--- src/rtl/mandel_iter_ctrl_if.sv ---
// Pixel-side and multiplier-side signals of the Mandelbrot iteration controller.
// slave is the controller's view; master is the scanner/multiplier environment.
interface mandel_iter_ctrl_if #(
   parameter int WIDTH      = 8,
   parameter int ITER_WIDTH = 8
);
   logic                        start;
   logic signed [WIDTH-1:0]     in_cr;
   logic signed [WIDTH-1:0]     in_ci;
   logic [ITER_WIDTH-1:0]       max_iter;
   logic                        busy;
   logic                        done;
   logic [ITER_WIDTH-1:0]       iter_count;
   logic                        escaped;
   logic signed [WIDTH-1:0]     mult_x;
   logic signed [WIDTH-1:0]     mult_y;
   logic                        mult_start;
   logic signed [2*WIDTH-1:0]   mult_out;
   logic                        mult_finished;

   modport slave (
      input  start, in_cr, in_ci, max_iter, mult_out, mult_finished,
      output busy, done, iter_count, escaped, mult_x, mult_y, mult_start
   );

   modport master (
      output start, in_cr, in_ci, max_iter, mult_out, mult_finished,
      input  busy, done, iter_count, escaped, mult_x, mult_y, mult_start
   );
endinterface

--- src/rtl/mandel_iter_ctrl.sv ---
// Mandelbrot pixel sequencer: time-shares one external signed multiplier to
// evaluate z = z^2 + c, detects |z|^2 > 4 and counts completed iterations.
module mandel_iter_ctrl #(
   parameter int WIDTH      = 8,
   parameter int FRAC       = 5,
   parameter int ITER_WIDTH = 8
) (
   input logic               clk,
   input logic               rst,
   mandel_iter_ctrl_if.slave bus
);

   typedef enum logic [2:0] {S_IDLE, S_ISSUE, S_WAIT, S_UPDATE, S_DONE} state_t;
   typedef enum logic [1:0] {OP_XX, OP_YY, OP_XY} op_t;

   localparam int PW = 2 * WIDTH;
   localparam int EW = 2 * WIDTH + 2;
   localparam logic signed [EW-1:0]    ESC_LIMIT = EW'(4 << (2 * FRAC));
   localparam logic signed [WIDTH-1:0] SAT_MAX   = {1'b0, {(WIDTH-1){1'b1}}};
   localparam logic signed [WIDTH-1:0] SAT_MIN   = {1'b1, {(WIDTH-1){1'b0}}};

   state_t                    state_q;
   op_t                       op_q;
   logic signed [WIDTH-1:0]   x_q, y_q, cr_q, ci_q;
   logic signed [WIDTH-1:0]   mult_x_q, mult_y_q;
   logic signed [PW-1:0]      xx_q, yy_q, xy_q;
   logic [ITER_WIDTH-1:0]     max_iter_q, iter_count_q;
   logic                      busy_q, done_q, escaped_q, mult_start_q;

   logic signed [EW-1:0]      mag_d, re_d, im_d;
   logic signed [WIDTH-1:0]   x_d, y_d;
   logic                      escape_d;
   logic [ITER_WIDTH-1:0]     iter_next_d;

   function automatic logic signed [WIDTH-1:0] sat(input logic signed [EW-1:0] v);
      if (v > EW'(SAT_MAX))      return SAT_MAX;
      else if (v < EW'(SAT_MIN)) return SAT_MIN;
      else                       return v[WIDTH-1:0];
   endfunction

   // Full-precision z^2 + c; products carry 2*FRAC fractional bits.
   always_comb begin
      mag_d       = EW'(xx_q) + EW'(yy_q);
      escape_d    = mag_d > ESC_LIMIT;
      re_d        = ((EW'(xx_q) - EW'(yy_q)) >>> FRAC) + EW'(cr_q);
      im_d        = ((EW'(xy_q) <<< 1) >>> FRAC) + EW'(ci_q);
      x_d         = sat(re_d);
      y_d         = sat(im_d);
      iter_next_d = iter_count_q + ITER_WIDTH'(1);
   end

   always_ff @(posedge clk or posedge rst) begin
      if (rst) begin
         state_q      <= S_IDLE;
         op_q         <= OP_XX;
         x_q          <= '0;
         y_q          <= '0;
         cr_q         <= '0;
         ci_q         <= '0;
         mult_x_q     <= '0;
         mult_y_q     <= '0;
         xx_q         <= '0;
         yy_q         <= '0;
         xy_q         <= '0;
         max_iter_q   <= '0;
         iter_count_q <= '0;
         busy_q       <= 1'b0;
         done_q       <= 1'b0;
         escaped_q    <= 1'b0;
         mult_start_q <= 1'b0;
      end else begin
         done_q <= 1'b0;
         case (state_q)
            S_IDLE: begin
               if (bus.start) begin
                  cr_q         <= bus.in_cr;
                  ci_q         <= bus.in_ci;
                  max_iter_q   <= bus.max_iter;
                  x_q          <= '0;
                  y_q          <= '0;
                  iter_count_q <= '0;
                  escaped_q    <= 1'b0;
                  op_q         <= OP_XX;
                  mult_x_q     <= '0;
                  mult_y_q     <= '0;
                  busy_q       <= 1'b1;
                  if (bus.max_iter == '0) begin
                     state_q <= S_DONE;
                  end else begin
                     state_q      <= S_ISSUE;
                     mult_start_q <= bus.mult_finished;
                  end
               end
            end
            // NOTE: mult_start is loaded on entry to ISSUE so a ready multiplier costs
            // only one ISSUE cycle; a busy one is polled here until it goes idle.
            S_ISSUE: begin
               if (mult_start_q) begin
                  mult_start_q <= 1'b0;
                  state_q      <= S_WAIT;
               end else begin
                  mult_start_q <= bus.mult_finished;
               end
            end
            S_WAIT: begin
               if (bus.mult_finished) begin
                  case (op_q)
                     OP_XX: begin
                        xx_q         <= bus.mult_out;
                        op_q         <= OP_YY;
                        mult_x_q     <= y_q;
                        mult_y_q     <= y_q;
                        mult_start_q <= bus.mult_finished;
                        state_q      <= S_ISSUE;
                     end
                     OP_YY: begin
                        yy_q         <= bus.mult_out;
                        op_q         <= OP_XY;
                        mult_x_q     <= x_q;
                        mult_y_q     <= y_q;
                        mult_start_q <= bus.mult_finished;
                        state_q      <= S_ISSUE;
                     end
                     default: begin
                        xy_q    <= bus.mult_out;
                        state_q <= S_UPDATE;
                     end
                  endcase
               end
            end
            S_UPDATE: begin
               if (escape_d) begin
                  escaped_q <= 1'b1;
                  state_q   <= S_DONE;
               end else begin
                  x_q          <= x_d;
                  y_q          <= y_d;
                  iter_count_q <= iter_next_d;
                  if (iter_next_d == max_iter_q) begin
                     state_q <= S_DONE;
                  end else begin
                     op_q         <= OP_XX;
                     mult_x_q     <= x_d;
                     mult_y_q     <= x_d;
                     mult_start_q <= bus.mult_finished;
                     state_q      <= S_ISSUE;
                  end
               end
            end
            S_DONE: begin
               done_q  <= 1'b1;
               busy_q  <= 1'b0;
               state_q <= S_IDLE;
            end
            default: state_q <= S_IDLE;
         endcase
      end
   end

   assign bus.busy       = busy_q;
   assign bus.done       = done_q;
   assign bus.iter_count = iter_count_q;
   assign bus.escaped    = escaped_q;
   assign bus.mult_x     = mult_x_q;
   assign bus.mult_y     = mult_y_q;
   assign bus.mult_start = mult_start_q;

endmodule

--- src/flat_wrapper.sv ---
// flat-port wrapper written by rule: the top's interface ports become plain ports
module mandel_iter_ctrl_flat 
#(
   parameter int WIDTH      = 8,
   parameter int FRAC       = 5,
   parameter int ITER_WIDTH = 8
)
  (clk, rst, bus_start, bus_in_cr, bus_in_ci, bus_max_iter, bus_mult_out, bus_mult_finished, bus_busy, bus_done, bus_iter_count, bus_escaped, bus_mult_x, bus_mult_y, bus_mult_start);
  mandel_iter_ctrl_if #(.WIDTH(WIDTH), .ITER_WIDTH(ITER_WIDTH)) bus_i ();
  input logic clk;
  input logic rst;
  input wire logic [$bits(bus_i.start)-1:0] bus_start;
  input wire logic [$bits(bus_i.in_cr)-1:0] bus_in_cr;
  input wire logic [$bits(bus_i.in_ci)-1:0] bus_in_ci;
  input wire logic [$bits(bus_i.max_iter)-1:0] bus_max_iter;
  input wire logic [$bits(bus_i.mult_out)-1:0] bus_mult_out;
  input wire logic [$bits(bus_i.mult_finished)-1:0] bus_mult_finished;
  output wire logic [$bits(bus_i.busy)-1:0] bus_busy;
  output wire logic [$bits(bus_i.done)-1:0] bus_done;
  output wire logic [$bits(bus_i.iter_count)-1:0] bus_iter_count;
  output wire logic [$bits(bus_i.escaped)-1:0] bus_escaped;
  output wire logic [$bits(bus_i.mult_x)-1:0] bus_mult_x;
  output wire logic [$bits(bus_i.mult_y)-1:0] bus_mult_y;
  output wire logic [$bits(bus_i.mult_start)-1:0] bus_mult_start;
  assign bus_i.start = bus_start;
  assign bus_i.in_cr = bus_in_cr;
  assign bus_i.in_ci = bus_in_ci;
  assign bus_i.max_iter = bus_max_iter;
  assign bus_i.mult_out = bus_mult_out;
  assign bus_i.mult_finished = bus_mult_finished;
  assign bus_busy = bus_i.busy;
  assign bus_done = bus_i.done;
  assign bus_iter_count = bus_i.iter_count;
  assign bus_escaped = bus_i.escaped;
  assign bus_mult_x = bus_i.mult_x;
  assign bus_mult_y = bus_i.mult_y;
  assign bus_mult_start = bus_i.mult_start;
  mandel_iter_ctrl #(.WIDTH(WIDTH), .FRAC(FRAC), .ITER_WIDTH(ITER_WIDTH)) u_core (.clk(clk), .rst(rst), .bus(bus_i));
endmodule
--- config.mk ---
export PLATFORM = sky130hd
export DESIGN_NAME = mandel_iter_ctrl_flat
export DESIGN_NICKNAME = d
export VERILOG_FILES = /design/src/rtl/mandel_iter_ctrl_if.sv /design/src/rtl/mandel_iter_ctrl.sv /design/src/flat_wrapper.sv
export SDC_FILE = /design/constraint.sdc
export NUM_CORES = 1
export LEC_CHECK = 0
export CAP_MARGIN = 15
export CORE_UTILIZATION = 57
export DETAILED_ROUTE_END_ITERATION = 8
export HOLD_SLACK_MARGIN = 0.15
export PLACE_DENSITY = 0.75
export SYNTH_ARGS = -nofsm -noshare
export SYNTH_HDL_FRONTEND = slang
export SYNTH_SLANG_ARGS = --single-unit
--- constraint.sdc ---
create_clock -name clk -period 5.11 [get_ports clk]
set_input_delay 1.533 -clock clk [delete_from_list [all_inputs] [get_ports clk]]
set_output_delay 1.533 -clock clk [all_outputs]
set_load 0.01 [all_outputs]
Word-level counts from Yosys, hierarchy flattened
Cells that the tools add are included.
{"block": "op_classes", "n_addsub": 5, "mul": 0, "div": 0, "n_lt_le_gt_ge": 5, "eq_ne": 15, "shift": 0, "n_mux": 47, "n_bitwise": 1, "n_reduce_logical": 19}
{"operator": "8-bit 2-to-1 mux", "n": 13}
{"operator": "8-bit one-hot mux with 2 select lines", "n": 4}
{"operator": "8-bit one-hot mux with 3 select lines", "n": 2}
{"operator": "18-bit by 8-bit > comparator with 1-bit output, second input constant", "n": 2}
{"operator": "18-bit by 8-bit < comparator with 1-bit output, second input constant", "n": 2}
{"operator": "12-bit by 8-bit adder with 13-bit output", "n": 2}
{"operator": "18-bit by 14-bit > comparator with 1-bit output, second input constant", "n": 1}
{"operator": "3-bit 2-to-1 mux", "n": 6}
{"operator": "3-bit AND reduction", "n": 6}
{"operator": "16-bit by 16-bit adder with 17-bit output", "n": 1}
{"operator": "16-bit by 16-bit subtractor with 17-bit output", "n": 1}
{"operator": "2-bit inequality test, second input constant", "n": 6}
{"operator": "3-bit one-hot mux with 4 select lines", "n": 1}
{"operator": "6-bit AND reduction", "n": 2}
{"operator": "1-bit 2-to-1 mux", "n": 11}
{"operator": "2-bit 2-to-1 mux", "n": 5}
{"operator": "8-bit by 1-bit adder with 8-bit output, second input constant", "n": 1}
{"operator": "8-bit == test", "n": 1}
{"operator": "8-bit zero test", "n": 1}
{"operator": "7-bit AND reduction", "n": 1}
{"operator": "3-bit by 2-bit == test with 1-bit output, second input constant", "n": 2}
{"operator": "2-bit one-hot mux with 3 select lines", "n": 1}
{"operator": "2-bit by 1-bit inequality test with 1-bit output, second input constant", "n": 2}
{"operator": "1-bit one-hot mux with 2 select lines", "n": 2}
{"operator": "14 further kinds", "n": 16}
{"block": "totals", "reg_bits": 121, "latchBits": 0, "ramBits": 0, "mem_bits_ro": 0, "input_bits": 44, "word_cells": 109, "memories": 0}

Longest topological paths before layout
Gate-level depths: netlist of the first run.
{"block": "depth", "depth_word": 8, "mapped_depth": 23, "depth_no_buf": 23}

Worst setup path before layout of the first run
OpenSTA, ideal clock, no wires.
{"block": "synth_path", "path_kind": "flip-flop to flip-flop", "from": "reg u_core.yy_q[1]", "to": "reg u_core.mult_x_q[4], in the netlist u_core.bus.mult_x[4]", "setup_time_ns": 0.125, "arrival_ns": 4.416, "required_ns": 4.985, "path_slack_ns": 0.569, "path_stages_with_launch": 24, "path_buffers": 0, "synth_period_minus_slack_ns": 4.541, "cell_sequence": "dfrtp_1 -> inv_1 -> ha_1 -> nor2b_1 -> o21ai_0 -> a21oi_1 -> o211ai_1 -> nand2_1 -> a211oi_1 -> o21bai_1 -> a211oi_1 -> nor2_1 -> ha_1 -> or2_2 -> o31a_1 -> a31o_2 -> a211oi_1 -> nor2_1 -> nor3_1 -> a31oi_1 -> and2_1 -> o21ai_0 -> o21ai_0 -> mux2_2"}
{"block": "synth_between", "elab_chain_cells": 8}
{"item": "start, declared", "line_no": "mandel_iter_ctrl.sv:26", "text": "logic signed [PW-1:0] xx_q, yy_q, xy_q;"}
{"item": "start signal, assigned", "line_no": "mandel_iter_ctrl.sv:117", "text": "yy_q <= bus.mult_out;"}
{"item": "16-bit by 16-bit subtractor with 17-bit output", "line_no": "mandel_iter_ctrl.sv:45", "text": "re_d = ((EW'(xx_q) - EW'(yy_q)) >>> FRAC) + EW'(cr_q);"}
{"item": "12-bit by 8-bit adder with 13-bit output", "line_no": "mandel_iter_ctrl.sv:45"}
{"item": "18-bit by 8-bit < comparator with 1-bit output", "line_no": "mandel_iter_ctrl.sv:37", "text": "else if (v < EW'(SAT_MIN)) return SAT_MIN;"}
{"item": "8-bit 2-to-1 mux", "line_no": "mandel_iter_ctrl.sv:37"}
{"item": "8-bit 2-to-1 mux", "line_no": "mandel_iter_ctrl.sv:36", "text": "if (v > EW'(SAT_MAX)) return SAT_MAX;"}
{"item": "8-bit 2-to-1 mux", "line_no": "mandel_iter_ctrl.sv:139", "text": "if (iter_next_d == max_iter_q) begin"}
{"item": "8-bit 2-to-1 mux", "line_no": "mandel_iter_ctrl.sv:132", "text": "if (escape_d) begin"}
{"item": "8-bit one-hot mux with 3 select lines", "line_no": "mandel_iter_ctrl.sv:73", "text": "case (state_q)"}
{"item": "end signal, assigned", "line_no": "mandel_iter_ctrl.sv:111", "text": "mult_x_q <= y_q;"}
{"item": "end signal, assigned", "line_no": "mandel_iter_ctrl.sv:119", "text": "mult_x_q <= x_q;"}
{"item": "end, declared", "line_no": "mandel_iter_ctrl.sv:25", "text": "logic signed [WIDTH-1:0] mult_x_q, mult_y_q;"}
Several ways; a longest one is shown, not always the timed one. The select of a mux whose other input is x is not followed.
A chain may end at the register's enable or synchronous reset.

Worst setup path after layout of the first run
Ends and elaborated chain as after synthesis.

==> results.yml, run 1 <==
outcome:
  status: "complete, no violations"
logic_synthesis:
  synth_compound_area_share_pct: 15.5
  synthMuxAreaShare_pct: 11.7
  avgSynthCellArea_um2: 9.44
  synth_ff_type: "dfrtp_1"
  synth_top_family_by_area: "compound AO/OA/AOI/OAI gates"
  yosysSeqAreaShare_pct: 38.3
  yosys.area_share.adder_pct: 10.3
  syn_nets: 915
  synthArstFlopShare_pct: 100
  synthXorXnorAreaFrac_pct: 5.15
  syn_area_mm2: 0.00765
  syn_inst: 810
  synth_warnings: 0
  synth_edf_count: 0
  synth-simple-area-share_pct: 15.1
  synth-seq-cells: 117
  synth.distinct_cells: 70
layout:
  drive_above_1_share_pct: 16.4
  syn_to_final_growth_pct: 20.4
  num-nets-final: 991
  antenna_cells: 0
  num-fill-cells: 959
placement:
  place_hpwl_um: 13600
  gp_congestion: 0.930
  io_buffers: 71
worst_setup_path:
  crit_fanout: 6
  crit_required_ns: 5.42
  path_buf_inv: 4
  crit_arrival_ns: 5.18
  worstSetupPathType: "flip-flop to flip-flop"
  crit_path_max_incr_delay_ns: 0.40
  cp_slowest_cell: "dfrtp_1"
  crit_family: "compound AO/OA/AOI/OAI gates"
  startpoint_type: "flip-flop"
  cpMostUsedCell: "buf_4"
  end_kind: "flip-flop"
drt:
  num_vias: 6205
  drc_errors: 0
  ant_nets: 0
  drt-initial-drc-count: 425
  post_drt_wl_per_cell_um: 17.3
  drt-total-wl_um: 18500
  avgViaCountPerCell: 5.79
  dr.pass1.iters: 5
global_routing:
  met2_usage_pct: 44.6
  grt_max_degree: 65
  overflow: 0
  grt_pass1_vias: 6264
  grt_util_met1_pct: 36.4
  track_usage_pct: 28.2
  use_met3_pct: 6.78
  grt_pass1_wl_um: 30700
  antenna_found_initial: 0
  top_usage_layer: "met2"
clock_tree:
  clk_pin_slew_ns: 0.05
  cts_sinks: 117
  numCtsBuffers: 17
  clockRootBuffer: "clkbuf_16"
  htreeDepth: 4
  cts_buffer_depth: 2
  cts_tree: "yes"
  clkLatencyLatePin_ns: 0.43
timing:
  period_share_pct: 95.4
  rsz0062_at_grt: "no"
  fin_crit_ns: 4.88
  slew_viol_final: 0
  whs_ns: 0.483
  setup_violations: 0
  skew_ns: 0.00825
  max_slew.worst_pin.slew_ns: 0.890
  relSlewSlack_pct: 40.7
  hold_viol_final: 0
  max_freq_ghz: 0.205
  finalSetupTns_ns: 0
power:
  power_density_mw_per_mm2: 803
  leakagePower_nw: 4.38
  peakVddDrop_mv: 0.491
floorplan:
  num_rows: 41
  core_area_mm2: 0.0128
  die_h_um: 118
  num_io_pins: 72
  die_area_mm2: 0.0139
  initial_core_util_pct: 59.6
  die_w_um: 118
min_path:
  hold_path_class: "flip-flop to flip-flop"
job:
  cap_violations: 0
-- logic make-up after synthesis --
| logic type | after synthesis |
|---|---|
| DFF | 117 |
| AOI/OAI and AO/OA | 177 |
| xor gates and xnor gates | 45 |
| and+or+nand+nor | 251 |
| muxes | 81 |
| buffers and inverters | 78 |
| adders and majority gates | 61 |
-- registers in the layout (all words and copies together) (netlist names) --
signal,cells
u_core.bus.mult_x,8
u_core.bus.done,1
u_core.yy_q,16
u_core.bus.escaped,1
u_core.op_q,2
u_core.bus.iter_count,8
u_core.ci_q,8
u_core.xx_q,16
u_core.bus.busy,1
u_core.x_q,8
u_core.cr_q,8
u_core.xy_q,12
u_core.y_q,8
u_core.max_iter_q,8
u_core.bus.mult_start,1
u_core.state_q,3
u_core.bus.mult_y,8
-- per-layer routing --
metal	wire length (um)	part of all wire, %
met1	8330	45
met5	0	0
met2	8740	47
met4	592	3.2
met3	881	4.8
-- path summary, 6_finish.rpt --
| check | from | to | slack, ns | cells after the start |
|---|---|---|---|---|
| worst min-delay path | u_core.bus.escaped | u_core.bus.escaped | 0.48 | 1 |
| min in group asynchronous | rst | u_core.max_iter_q[6] | 1.60 | 2 |
| worst min register to register | u_core.bus.escaped | u_core.bus.escaped | 0.48 | 1 |
| worst max-delay path | u_core.yy_q[1] | u_core.bus.mult_x[4] | 0.23 | 26 |
| max in group asynchronous | rst | u_core.yy_q[14] | 2.60 | 3 |
| worst max register to register | u_core.yy_q[1] | u_core.bus.mult_x[4] | 0.23 | 26 |
-- power breakdown --
part / internal, mW / total, mW / switching (mW)
clock: 0.701 / 1.12 / 0.422
combinational: 2.03 / 4.69 / 2.66
sequential: 1.27 / 1.57 / 0.303
total: 4.00 / 7.39 / 3.39
-- timing repair --
action / in CTS / in global routing
pin swaps: 0 / 13
hold buffers: 0 / 0
endpoints found under the setup margin: 2 / 20
gates cloned: 0 / 0
setup buffers: 0 / 4
resized for setup: 2 / 25
-- cell type report --
cell class / instances / area [um2] / area share, %
tap: 172 / 215 / 2.34
inverter: 51 / 194 / 2.11
multi-input combinational: 615 / 4500 / 48.9
sequential: 117 / 2930 / 31.8
timing repair buffer: 84 / 808 / 8.78
clock inverter: 9 / 77.6 / 0.843
clock buffer: 23 / 478 / 5.19
-- stage by stage --
| step | power [mW] | instances | setup WS [ns] | utilization, % | instance area (um2) |
|---|---|---|---|---|---|
| 4_1_cts | 7.06 | 1067 | 0.0396 | 70.8 | 9080 |
| 3_5_place_dp | 5.88 | 1035 | -0.0356 | 66.5 | 8530 |
| 6_report | 7.39 | 1071 | 0.234 | 71.8 | 9210 |
| 5_1_grt | 7.93 | 1071 | 0.00226 | 71.8 | 9210 |
| 2_1_floorplan | 4.80 | 810 | 0.476 | - | 7650 |
| 3_3_place_gp | 5.75 | 1035 | 0.139 | 66.5 | 8530 |
-- Yosys cell counts (3+ instances only) --
library cell | count | share of area, %
dfrtp_1 | 117 | 38
nand2_1 | 111 | 5.4
mux2_2 | 61 | 9.0
ha_1 | 58 | 9.5
a21oi_1 | 57 | 3.7
nor2_1 | 55 | 2.7
inv_1 | 49 | 2.4
o21ai_0 | 36 | 2.4
xnor2_1 | 30 | 3.4
clkbuf_1 | 20 | 0.98
mux2i_1 | 17 | 2.2
nor3_1 | 16 | 1.0
xor2_1 | 15 | 1.7
nor2b_1 | 13 | 1.1
a21o_1 | 11 | 1.1
nand3_1 | 10 | 0.65
o21bai_1 | 9 | 0.88
o22ai_1 | 8 | 0.65
a211oi_1 | 7 | 0.69
and2_1 | 7 | 0.57
nand2b_1 | 7 | 0.57
a31oi_1 | 6 | 0.49
nand4_1 | 5 | 0.41
nor4_1 | 5 | 0.41
o211ai_1 | 5 | 0.49
or2_2 | 5 | 0.41
and3_1 | 4 | 0.33
o21a_1 | 4 | 0.39
o31ai_1 | 4 | 0.39
or3_1 | 4 | 0.33
buf_2 | 3 | 0.20
fa_1 | 3 | 0.79
mux2_1 | 3 | 0.44
-- worst register-to-register path, stage by stage, from the launching register on --
cell and delay (ns):
dfrtp_1 0.40, inv_2 0.09, ha_4 0.20, nor2b_1 0.13, o21ai_1 0.16, a21oi_2 0.08
o211ai_1 0.26, nand2_1 0.16, a211oi_2 0.25, buf_4 0.15, a21oi_2 0.06, o31a_1 0.33
o21a_1 0.24, nor2_2 0.13, xnor2_1 0.08, ha_1 0.32, and2_4 0.16, o21ai_1 0.11
o31ai_1 0.10, a311oi_2 0.32, or3_1 0.16, o21ai_0 0.08, buf_4 0.18, buf_4 0.14
o21ai_2 0.07, o21ai_0 0.12, mux2_2 0.28
-- layout by cell type (no fill, tap or decap), types with 4 or more instances in the layout --
cell,instances
a21oi_1,54
nor2b_1,13
xnor2_1,30
o31ai_1,4
a21o_1,11
nand2_1,111
nand2b_1,7
ha_1,57
clkbuf_16,17
o22ai_1,7
and3_1,4
o211ai_1,5
o21ai_0,31
nor2_1,54
a31oi_1,5
clkdlybuf4s50_1,71
nand4_1,5
nor3_1,15
buf_4,13
nand3_1,10
mux2i_1,17
mux2_2,61
or3_1,4
o21a_1,4
o21bai_1,9
inv_1,47
xor2_1,15
clkinv_2,5
nor4_1,5
and2_1,5
or2_2,5
a211oi_1,4
dfrtp_1,117
Power figures use the tool's default switching activity.
==> run 2, diff against run 1 <==
--- a/config.mk
+++ b/config.mk
@@ -8,6 +8,7 @@
 export CAP_MARGIN = 15
 export CORE_UTILIZATION = 57
 export DETAILED_ROUTE_END_ITERATION = 8
+export GPL_ROUTABILITY_DRIVEN = 0
 export HOLD_SLACK_MARGIN = 0.15
 export PLACE_DENSITY = 0.75
 export SYNTH_ARGS = -nofsm -noshare
==> run 2 against run 1 <==
Effect of this change: hold slack better by 0.0084 ns; clock skew up 0.0038 ns; clock-buffer cell count down 3; wire length about the same; critical path depth down 3; sequential cell count unchanged; non-clock buffer count down 1; register-to-register slack worse by 0.10 ns; sequential share of layout area about the same; die area unchanged; global-route usage down 0.092 points; critical path type unchanged.
==> results.yml, run 2 (synthesized netlist as in run 1, its figures left out) <==
layout:
  multiInputGateArea_mm2: 0.00448
  most-common-layout-cells: "dfrtp_1, nand2_1, clkdlybuf4s50_1, mux2_2"
  stdcell_area_mm2: 0.00920
  num-fill-cells: 957
  layout_commonest_cell: "dfrtp_1"
  num-nets-final: 990
  largest_registers: "u_core.xx_q x16, u_core.yy_q x16, u_core.xy_q x12"
  seqCellArea_mm2: 0.00293
  syn_to_final_growth_pct: 20.3
  antenna_cells: 0
  drive_above_1_share_pct: 15.8
  finalNonFillerCells: 1070
floorplan:
  die_w_um: 118
  die_area_mm2: 0.0139
  die_h_um: 118
  num_io_pins: 72
  num_rows: 41
  core_area_mm2: 0.0128
  initial_core_util_pct: 59.6
worst_setup_path:
  cp_slowest_cell: "dfrtp_1"
  startpoint_type: "flip-flop"
  crit_arrival_ns: 5.28
  r2r_cells: 23
  crit_fanout: 5
  path_buf_inv: 1
  crit_required_ns: 5.42
  rrSetupSlack_ns: 0.13
  worstSetupPathType: "flip-flop to flip-flop"
  crit_family: "compound AO/OA/AOI/OAI gates"
  r2r-start: "u_core.yy_q[1]"
  critical_path.cell_chain: "inv_2, ha_4, nor2b_1, o21ai_1, a21oi_1, o211ai_1, nand2_1, a211oi_2, o21bai_1, a211oi_1, nor2_1, ha_1, or2_2, o31a_1, a31o_2, a211oi_1, nor2_1, nor3_1, a31oi_1, and2_4, a21o_1, o21bai_1, mux2_4"
  crit_path_max_incr_delay_ns: 0.40
  crit_cells: 23
  end_kind: "flip-flop"
  worstReg2RegEnd: "u_core.bus.mult_x[3]"
timing:
  max_freq_ghz: 0.201
  slew_viol_final: 0
  setup_violations: 0
  period_share_pct: 97.4
  relSlewSlack_pct: 43.8
  whs_ns: 0.492
  fin_crit_ns: 4.98
  hold_viol_final: 0
  max_slew.worst_pin.slew_ns: 0.843
  rsz0062_at_grt: "yes"
  skew_ns: 0.0120
drt:
  drc_errors: 0
  drt-initial-drc-count: 467
  avgViaCountPerCell: 5.81
  drt-total-wl_um: 18500
  num_vias: 6212
  ant_nets: 0
  post_drt_wl_per_cell_um: 17.3
  dr.pass1.iters: 5
clock_tree:
  cts_hold_buf: 0
  cts_buffer_depth: 2
  htreeDepth: 4
  cts_tree: "yes"
  clockRootBuffer: "clkbuf_16"
  cts_sinks: 117
  numCtsBuffers: 17
  clk_pin_slew_ns: 0.06
  clkLatencyLatePin_ns: 0.43
placement:
  dp_cells: 1031
  place_area_mm2: 0.00851
  io_buffers: 71
  place_hpwl_um: 13600
global_routing:
  track_usage_pct: 28.1
  antenna_found_initial: 0
  grt_max_degree: 62
  overflow: 0
  grt_pass1_wl_um: 30900
  grt_pass1_vias: 6287
min_path:
  holdPathEnd: "u_core.max_iter_q[4]"
  hold_depth: 2
  hold_path_class: "flip-flop to flip-flop"
  worstHoldStart: "u_core.max_iter_q[4]"
job:
  cap_violations: 0
outcome:
  status: "complete, no violations"
run 2: what timing repair did:
item	4_1_cts	5_1_grt
endpoints found under the setup margin	9	21
setup buffers	0	7
pin swaps	0	12
endpoints found under the hold margin	0	0
resized for setup	3	19
run 2: through the flow:
| stage | utilization, % | setup WS (ns) | TNS (ns) |
|---|---|---|---|
| finish | 71.7 | 0.133 | 0 |
| global route | 71.7 | -0.0563 | -0.135 |
| CTS | 70.8 | 0.0254 | 0 |
| detailed placement | 66.4 | -0.117 | -0.263 |
| global placement | 66.4 | 0.238 | 0 |
| floorplan | - | 0.476 | 0 |
run 2: how the worst max path moves through the flow:
stage	endpoint	slack, ns	from
global placement	u_core.bus.mult_x[5]	0.24	u_core.yy_q[1]
finish	u_core.bus.mult_x[3]	0.13	u_core.yy_q[1]
CTS	u_core.bus.mult_x[1]	0.03	u_core.yy_q[1]
floorplan	u_core.bus.busy	0.48	rst
detailed placement	u_core.bus.mult_x[4]	-0.12	u_core.yy_q[1]
global route	u_core.bus.mult_x[3]	-0.06	u_core.yy_q[1]
run 2: cell type report:
type	instances	share of cell area [%]
clock buffers	20	5.07
clock inverters	12	1.13
well taps	172	2.34
repair buffers	83	8.84
flip-flops and latches	117	31.8
inverters	51	2.11
multi-input cells	615	48.7
run 2: per-layer routing:
metal  vias to the layer above  GRT usage, %  share of wire (%)
li1                       2982             -                  -
met1                      3024          36.1                 45
met2                       167          45.6                 48
met3                        39          5.77                4.7
met4                         0          12.7                3.2
met5                         -             0                  0
run 2: worst min-delay path: stages, from the launching register on:
cell and delay (ns):
dfrtp_1 0.35, nand2_1 0.05, nand2_1 0.06
Power of run 2 is not shown: default switching activity piles up to over one toggle a cycle in this logic, so the estimate is an artifact.
==> run 3, diff against run 2 <==
==> constraint.sdc (replaced) <==
create_clock -name clk -period 5.11 [get_ports clk]
set_input_delay 1.533 -clock clk [delete_from_list [all_inputs] [get_ports clk]]
set_output_delay 1.533 -clock clk [all_outputs]
set_load 0.1 [all_outputs]
==> results of run 3 <==
Same layout as run 2 (identical final DEF). Status: complete, no violations.
Power of run 3 is left out for the same reason.
